File: config.mk
export PLATFORM = sky130hd
export DESIGN_NAME = convert_results_datapath
export DESIGN_NICKNAME = d
export VERILOG_FILES = /design/src/rtl/convert_results_datapath_pkg.sv /design/src/rtl/convert_results_datapath_latency_countdown.sv /design/src/rtl/convert_results_datapath.sv
export SDC_FILE = /design/constraint.sdc
export NUM_CORES = 1
export LEC_CHECK = 0
export CAP_MARGIN = 20
export CORE_MARGIN = 4
export CORE_UTILIZATION = 25
export CTS_BUF_LIST = sky130_fd_sc_hd__clkbuf_4 sky130_fd_sc_hd__clkbuf_8 sky130_fd_sc_hd__clkbuf_16
export CTS_CLUSTER_DIAMETER = 60
export CTS_CLUSTER_SIZE = 12
export DETAILED_ROUTE_END_ITERATION = 6
export REMOVE_ABC_BUFFERS = 1
export SLEW_MARGIN = 25
export SYNTH_ARGS = -nofsm -noshare
export SYNTH_HDL_FRONTEND = slang
export SYNTH_SLANG_ARGS = --single-unit
File: constraint.sdc
create_clock -name clk -period 3.6 [get_ports clk]
set_input_delay 0.72 -clock clk [delete_from_list [all_inputs] [get_ports clk]]
set_output_delay 0.72 -clock clk [all_outputs]
set_load 0.01 [all_outputs]
File: src/rtl/convert_results_datapath_pkg.sv
// Shared definitions for the float-to-packed-decimal result converter:
// packed-word field positions, float constants and the FSM state type.
package convert_results_datapath_pkg;

  localparam int CNT_W = 5;

  localparam int SAT_BIT   = 22;
  localparam int VSIGN_BIT = 20;
  localparam int ESIGN_BIT = 19;
  localparam int E_LSB     = 10;
  localparam int E_W       = 9;
  localparam int M_W       = 10;

  localparam logic [E_W-1:0] E_MAX = '1;
  localparam logic [M_W-1:0] M_MAX = '1;

  localparam logic [31:0] F_ONE     = 32'h3F80_0000;
  localparam logic [31:0] F_TEN     = 32'h4120_0000;
  localparam logic [31:0] F_TENTH   = 32'h3DCC_CCCD;
  localparam logic [31:0] F_HUNDRED = 32'h42C8_0000;
  localparam logic [31:0] F_K1024   = 32'h4480_0000;

  typedef enum logic [2:0] {
    S_IDLE, S_FETCH, S_CHECK, S_MULT, S_CONVERT, S_WRITE, S_DONE
  } state_t;

  function automatic logic [31:0] pack_word(input logic sat, input logic vsign,
                                            input logic esign, input logic [E_W-1:0] e,
                                            input logic [M_W-1:0] m);
    logic [31:0] w;
    w                = '0;
    w[SAT_BIT]       = sat;
    w[VSIGN_BIT]     = vsign;
    w[ESIGN_BIT]     = esign;
    w[E_LSB +: E_W]  = e;
    w[M_W-1:0]       = m;
    return w;
  endfunction

endpackage

File: src/rtl/convert_results_datapath_latency_countdown.sv
// Reloadable down-counter; expired is high once the loaded latency has elapsed.
module latency_countdown
  import convert_results_datapath_pkg::*;
(
  input  logic             clk,
  input  logic             resetn,
  input  logic             load,
  input  logic [CNT_W-1:0] lat,
  output logic             expired
);

  logic [CNT_W-1:0] cnt;

  always_ff @(posedge clk) begin
    if (!resetn)         cnt <= '0;
    else if (load)       cnt <= lat - CNT_W'(1);
    else if (cnt != '0)  cnt <= cnt - CNT_W'(1);
  end

  // A lat of N keeps the owning state for exactly N cycles.
  assign expired = (cnt == '0) && !load;

endmodule

File: src/rtl/convert_results_datapath.sv
// Converts IEEE-754 singles from float_register into packed m*10^e words,
// scaling by 10 / 0.1 on the shared multiplier until 100 <= x < 1024.
module convert_results_datapath
  import convert_results_datapath_pkg::*;
#(
  parameter int RD_LAT   = 2,
  parameter int MULT_LAT = 11,
  parameter int CONV_LAT = 6
) (
  input  logic        clk,
  input  logic        resetn,
  input  logic        start,
  input  logic [4:0]  numValues,
  output logic        busy,
  output logic        done,
  output logic [4:0]  float_register_addr,
  input  logic [31:0] float_register_q,
  output logic [4:0]  result_addr,
  output logic [31:0] result_data,
  output logic        result_wren,
  output logic [31:0] multiplier_data_a,
  output logic [31:0] multiplier_data_b,
  input  logic [31:0] multiplier_out,
  output logic [31:0] fp_to_int_data,
  input  logic [31:0] fp_to_int_out
);

  state_t           state, next;
  logic [4:0]       addr, num, addr_inc;
  logic [31:0]      x;
  logic             vsign, esign, sat;
  logic [E_W-1:0]   e;
  logic [M_W-1:0]   m;
  logic             cnt_load, expired;
  logic [CNT_W-1:0] cnt_lat;
  logic             exp_special, exp_zero, too_big, too_small, scale;
  logic             unused_conv_hi;

  assign unused_conv_hi = ^fp_to_int_out[31:M_W];

  assign exp_special = (x[30:23] == 8'hFF);
  assign exp_zero    = (x[30:23] == 8'h00);
  // x has its sign bit cleared, so unsigned compares order the floats.
  assign too_big     = (x >= F_K1024);
  assign too_small   = (x <  F_HUNDRED);
  assign scale       = too_big || too_small;
  assign addr_inc    = addr + 5'd1;

  latency_countdown u_cd (
    .clk     (clk),
    .resetn  (resetn),
    .load    (cnt_load),
    .lat     (cnt_lat),
    .expired (expired)
  );

  always_ff @(posedge clk) begin
    if (!resetn) state <= S_IDLE;
    else         state <= next;
  end

  always_comb begin
    next     = state;
    cnt_load = 1'b0;
    cnt_lat  = CNT_W'(RD_LAT);
    case (state)
      S_IDLE:
        if (start) begin
          if (numValues == '0) next = S_DONE;
          else begin
            next     = S_FETCH;
            cnt_load = 1'b1;
          end
        end
      S_FETCH:   if (expired) next = S_CHECK;
      S_CHECK:
        if (exp_special || exp_zero) next = S_WRITE;
        else if (scale && e != E_MAX) begin
          next     = S_MULT;
          cnt_load = 1'b1;
          cnt_lat  = CNT_W'(MULT_LAT);
        end else begin
          next     = S_CONVERT;
          cnt_load = 1'b1;
          cnt_lat  = CNT_W'(CONV_LAT);
        end
      S_MULT:    if (expired) next = S_CHECK;
      S_CONVERT: if (expired) next = S_WRITE;
      S_WRITE:
        if (addr_inc == num) next = S_DONE;
        else begin
          next     = S_FETCH;
          cnt_load = 1'b1;
        end
      S_DONE:    next = S_IDLE;
      default:   next = S_IDLE;
    endcase
  end

  always_ff @(posedge clk) begin
    if (!resetn) begin
      addr              <= '0;
      num               <= '0;
      x                 <= '0;
      vsign             <= 1'b0;
      esign             <= 1'b0;
      sat               <= 1'b0;
      e                 <= '0;
      m                 <= '0;
      multiplier_data_a <= '0;
      multiplier_data_b <= '0;
      fp_to_int_data    <= '0;
    end else begin
      case (state)
        S_IDLE:
          if (start) begin
            num  <= numValues;
            addr <= '0;
          end
        S_FETCH:
          if (expired) begin
            vsign <= float_register_q[31];
            x     <= {1'b0, float_register_q[30:0]};
            e     <= '0;
            esign <= 1'b0;
            sat   <= 1'b0;
            m     <= '0;
          end
        S_CHECK: begin
          if (exp_special) begin
            sat   <= 1'b1;
            e     <= E_MAX;
            esign <= 1'b0;
            m     <= M_MAX;
          end else if (exp_zero) begin
            vsign <= 1'b0;
            m     <= '0;
          end else if (scale && e == E_MAX) begin
            sat <= 1'b1;
          end else if (scale) begin
            e                 <= e + E_W'(1);
            esign             <= too_small;
            multiplier_data_a <= x;
            multiplier_data_b <= too_big ? F_TENTH : F_TEN;
          end
          if (next == S_CONVERT) fp_to_int_data <= x;
        end
        S_MULT:    if (expired) x <= multiplier_out;
        S_CONVERT: if (expired) m <= fp_to_int_out[M_W-1:0];
        S_WRITE:   addr <= addr_inc;
        default: ;
      endcase
    end
  end

  assign busy                = (state != S_IDLE) && (state != S_DONE);
  assign done                = (state == S_DONE);
  assign result_wren         = (state == S_WRITE);
  assign result_addr         = addr;
  assign float_register_addr = addr;
  assign result_data         = pack_word(sat, vsign, esign, e, m);

endmodule

==> out/metrics.yaml <==
outcome: "complete, no violations"
p_comb_frac: 0.310
holdWs_ns: 0.454
grt_usage: 0.138
grt_pass1_vias: 5672
grt_remaining_overflow: 0
yosysWarnings: 0
worstMarginPinSlew_ns: 0.863
cts_setup_buffers: 0
synth_edf_count: 0
rows: 58
die_w_um: 170
dieHeight_um: 170
vias_per_cell: 4.60
startpoint: "state[2]$_SDFF_PN0_"
insertion_delay_ns: 0.42
fmax_ghz: 0.318
die-area_um2: 28800
powerDensity_nw_per_um2: 595
io_pins: 245
synth_cell_type_count: 55
cap_violations: 0
clockPowerShare: 0.328
rrSetupSlack_ns: 0.90
worstPathCellList: "inv_1 -> or2_2 -> inv_1 -> clkdlybuf4s50_1"
wl_per_cell_um: 15.7
totalWireLength_um: 20200
cts_buffers: 17
cp_slowest_stage_delay_ns: 0.64
r2r_end: "u_cd.cnt[4]$_SDFFE_PN0N_"
synth_flop_cell: "dfxtp_1"
cp-start-kind: "flop"
syn-mean-instance-area_um2: 8.22
path_class: "flop to output port"
hold_depth: 2
period_needed_ns: 3.14
syn_area_um2: 6550
place.port_buffers: 200
clock-root-buffer: "clkbuf_16"
ctsHoldBuffers: 0
min-delay-start: "multiplier_data_a[30]$_SDFFE_PN0P_"
drc_errors: 0
initial_core_util: 0.257
place.gp.congestion: 0.778
htreeDepth: 4
whs_endpoint: "multiplier_data_a[30]$_SDFFE_PN0P_"
skew_ns: 0.00850
synth-seq-cells: 139
cts.path.max_buffers: 2
worst-endpoint-required_ns: 2.88
hp-class: "flop to flop"
wl_met2_um: 9340
wl_met3_um: 1620
pwr-share-seq: 0.362
slew_headroom: 0.425
leakage_nw: 3.64
coreArea_um2: 25500
post-dp-hpwl_um: 13600
cts_tree: "built"
finalCritPeriodShare: 0.873
finalSetupViolCount: 0
dr.first_iter.drc_count: 235
crit_path_frequent_cell: "inv_1"
nets: 1057
antenna_found_initial: 0
wl_met1_um: 9170
clk_pin_slew_ns: 0.06
syn_to_final_growth_pct: 41.3
ff2ff_path_depth: 14
switching_share: 0.345
ys_seq_area_frac: 0.425
synthCells: 796
ir_drop_mv: 0.336
hold_viol: 0
ant_nets: 0
drt_pass1_iterations: 4
setup-tns-final_ns: 0
r2r-start: "e[0]$_SDFFE_PN0P_"
grt_max_degree: 64
cp_max_fo: 11
drive_above_1_share: 0.0688
worst_setup_path_end_kind: "output port"
slew_violations: 0
grt_pass1_wl_um: 31500
cp.arrival_ns: 2.42
cp_slowest_cell: "dfxtp_1"
async_reset_ff_frac: 0
internal-power_w: 0.00360
rsz0062_at_grt: "false"
vias: 5933
top_layer_used: "met4"
clock-sinks: 139
cts_resized: 0
power_switching_w: 0.00190
n_antenna_cell: 0
-- power groups by stage --
stage	sequential, W	combinational, W	clock (W)
floorplan	0.00205	0.000904	0
global placement	0.00202	0.00168	0
detailed placement	0.00202	0.00172	0
CTS	0.00199	0.00172	0.00186
global route	0.00203	0.00190	0.00193
finish	0.00199	0.00170	0.00181
-- placed cells by master (no fill, tap or decap), drive strengths merged, types with 3 or more instances in the layout --
master         Yosys  layout
a211o              3       3
a211oi             5       5
a21boi            75      75
a21oi             27      27
a22oi              3       3
and2               4       4
and3               3       3
buf               58      15
bufinv             0       3
clkbuf            43      17
clkdlybuf4s50      0     199
clkinv             0       6
conb               1      22
dfxtp            139     139
ha                 4       4
inv                7       9
mux2i              6       6
nand2            193     193
nand3             71      71
nand4              3       3
nor2              28      28
nor2b              8       8
nor3              10      10
o211a             42      42
o21ai             14      14
o221a              3       3
o31ai              3       3
or3                5       5
or4                4       4
xnor2              7       7
-- through the flow --
stage / std cells / util / total power, W / cell area (um2) / setup slack (ns)
after detailed placement: 1260 / 0.340 / 0.00374 / 8650 / 0.433
after floorplan: 716 / - / 0.00295 / 6050 / -0.843
after CTS: 1290 / 0.363 / 0.00557 / 9250 / 0.450
final: 1290 / 0.363 / 0.00550 / 9250 / 0.456
after global placement: 1260 / 0.339 / 0.00370 / 8640 / 0.438
after global routing: 1290 / 0.363 / 0.00585 / 9250 / 0.322
-- sequential cells by signal, indices dropped and copies added (netlist names), 5 cells and up --
register,cells
e,9
x,32
float_register_addr,5
multiplier_data_a,32
fp_to_int_data,32
m,10
num,5
u_cd.cnt,5
-- synth_stat cells (all sizes together), types with 2 or more instances --
library cell / n / area (um2)
a211o: 3 / 26.3
a211oi: 5 / 42.5
a21boi: 75 / 563
a21oi: 27 / 139
a22oi: 3 / 22.5
a31oi: 2 / 12.5
a41oi: 2 / 17.5
and2: 4 / 25.0
and3: 3 / 18.8
buf: 58 / 408
clkbuf: 43 / 161
dfxtp: 139 / 2780
ha: 4 / 50.1
inv: 7 / 26.3
mux2i: 6 / 60.1
nand2: 193 / 724
nand2b: 2 / 12.5
nand3: 71 / 355
nand4: 3 / 18.8
nor2: 28 / 105
nor2b: 8 / 50.1
nor3: 10 / 60.1
o2111a: 2 / 22.5
o211a: 42 / 420
o211ai: 2 / 15.0
o21a: 2 / 15.0
o21ai: 14 / 73.8
o221a: 3 / 33.8
o31ai: 3 / 22.5
or2: 2 / 12.5
or3: 5 / 31.3
or4: 4 / 33.8
xnor2: 7 / 61.3
xor2: 2 / 17.5
-- how the worst max path moves through the flow --
stage | to | slack [ns] | cells past startpoint
floorplan | x[0]$_SDFFE_PN0P_ | -0.84 | 5
global placement | u_cd.cnt[4]$_SDFFE_PN0N_ | 0.44 | 10
detailed placement | u_cd.cnt[4]$_SDFFE_PN0N_ | 0.43 | 10
CTS | result_wren | 0.45 | 4
global route | result_wren | 0.32 | 4
finish | result_wren | 0.46 | 4
-- cells by family after synthesis --
logic type      Yosys count  synth area share
mux                       6           0.00918
simple gates            338             0.228
compound gates          191             0.226
other cells               1          0.000573
flops                   139             0.425
fa+ha+maj                 4           0.00765
xor+xnor                  9            0.0120
buf+inv                 108            0.0910
-- routing by layer --
layer,track usage,vias up
li1,-,2987
met1,0.175,2770
met2,0.223,167
met3,0.0526,9
met4,0.0287,0
met5,0,-
-- worst max-delay path: cells and delay by family (launching register included) --
family | cells | cell delay [ns]
buffers and inverters | 3 | 0.96
flip-flops | 1 | 0.64
AND/OR/NAND/NOR | 1 | 0.40
-- area by class of cell --
type                            instances  area (um2)
Sequential cell                       139        2780
Inverter                                7        26.3
Timing Repair Buffer                  214        2140
Clock inverter                         13         171
Clock buffer                           17         425
Fill cell                            2645       16200
Tap cell                              330         413
Multi-Input combinational cell        570        3290
Power figures use the tool's default switching activity.
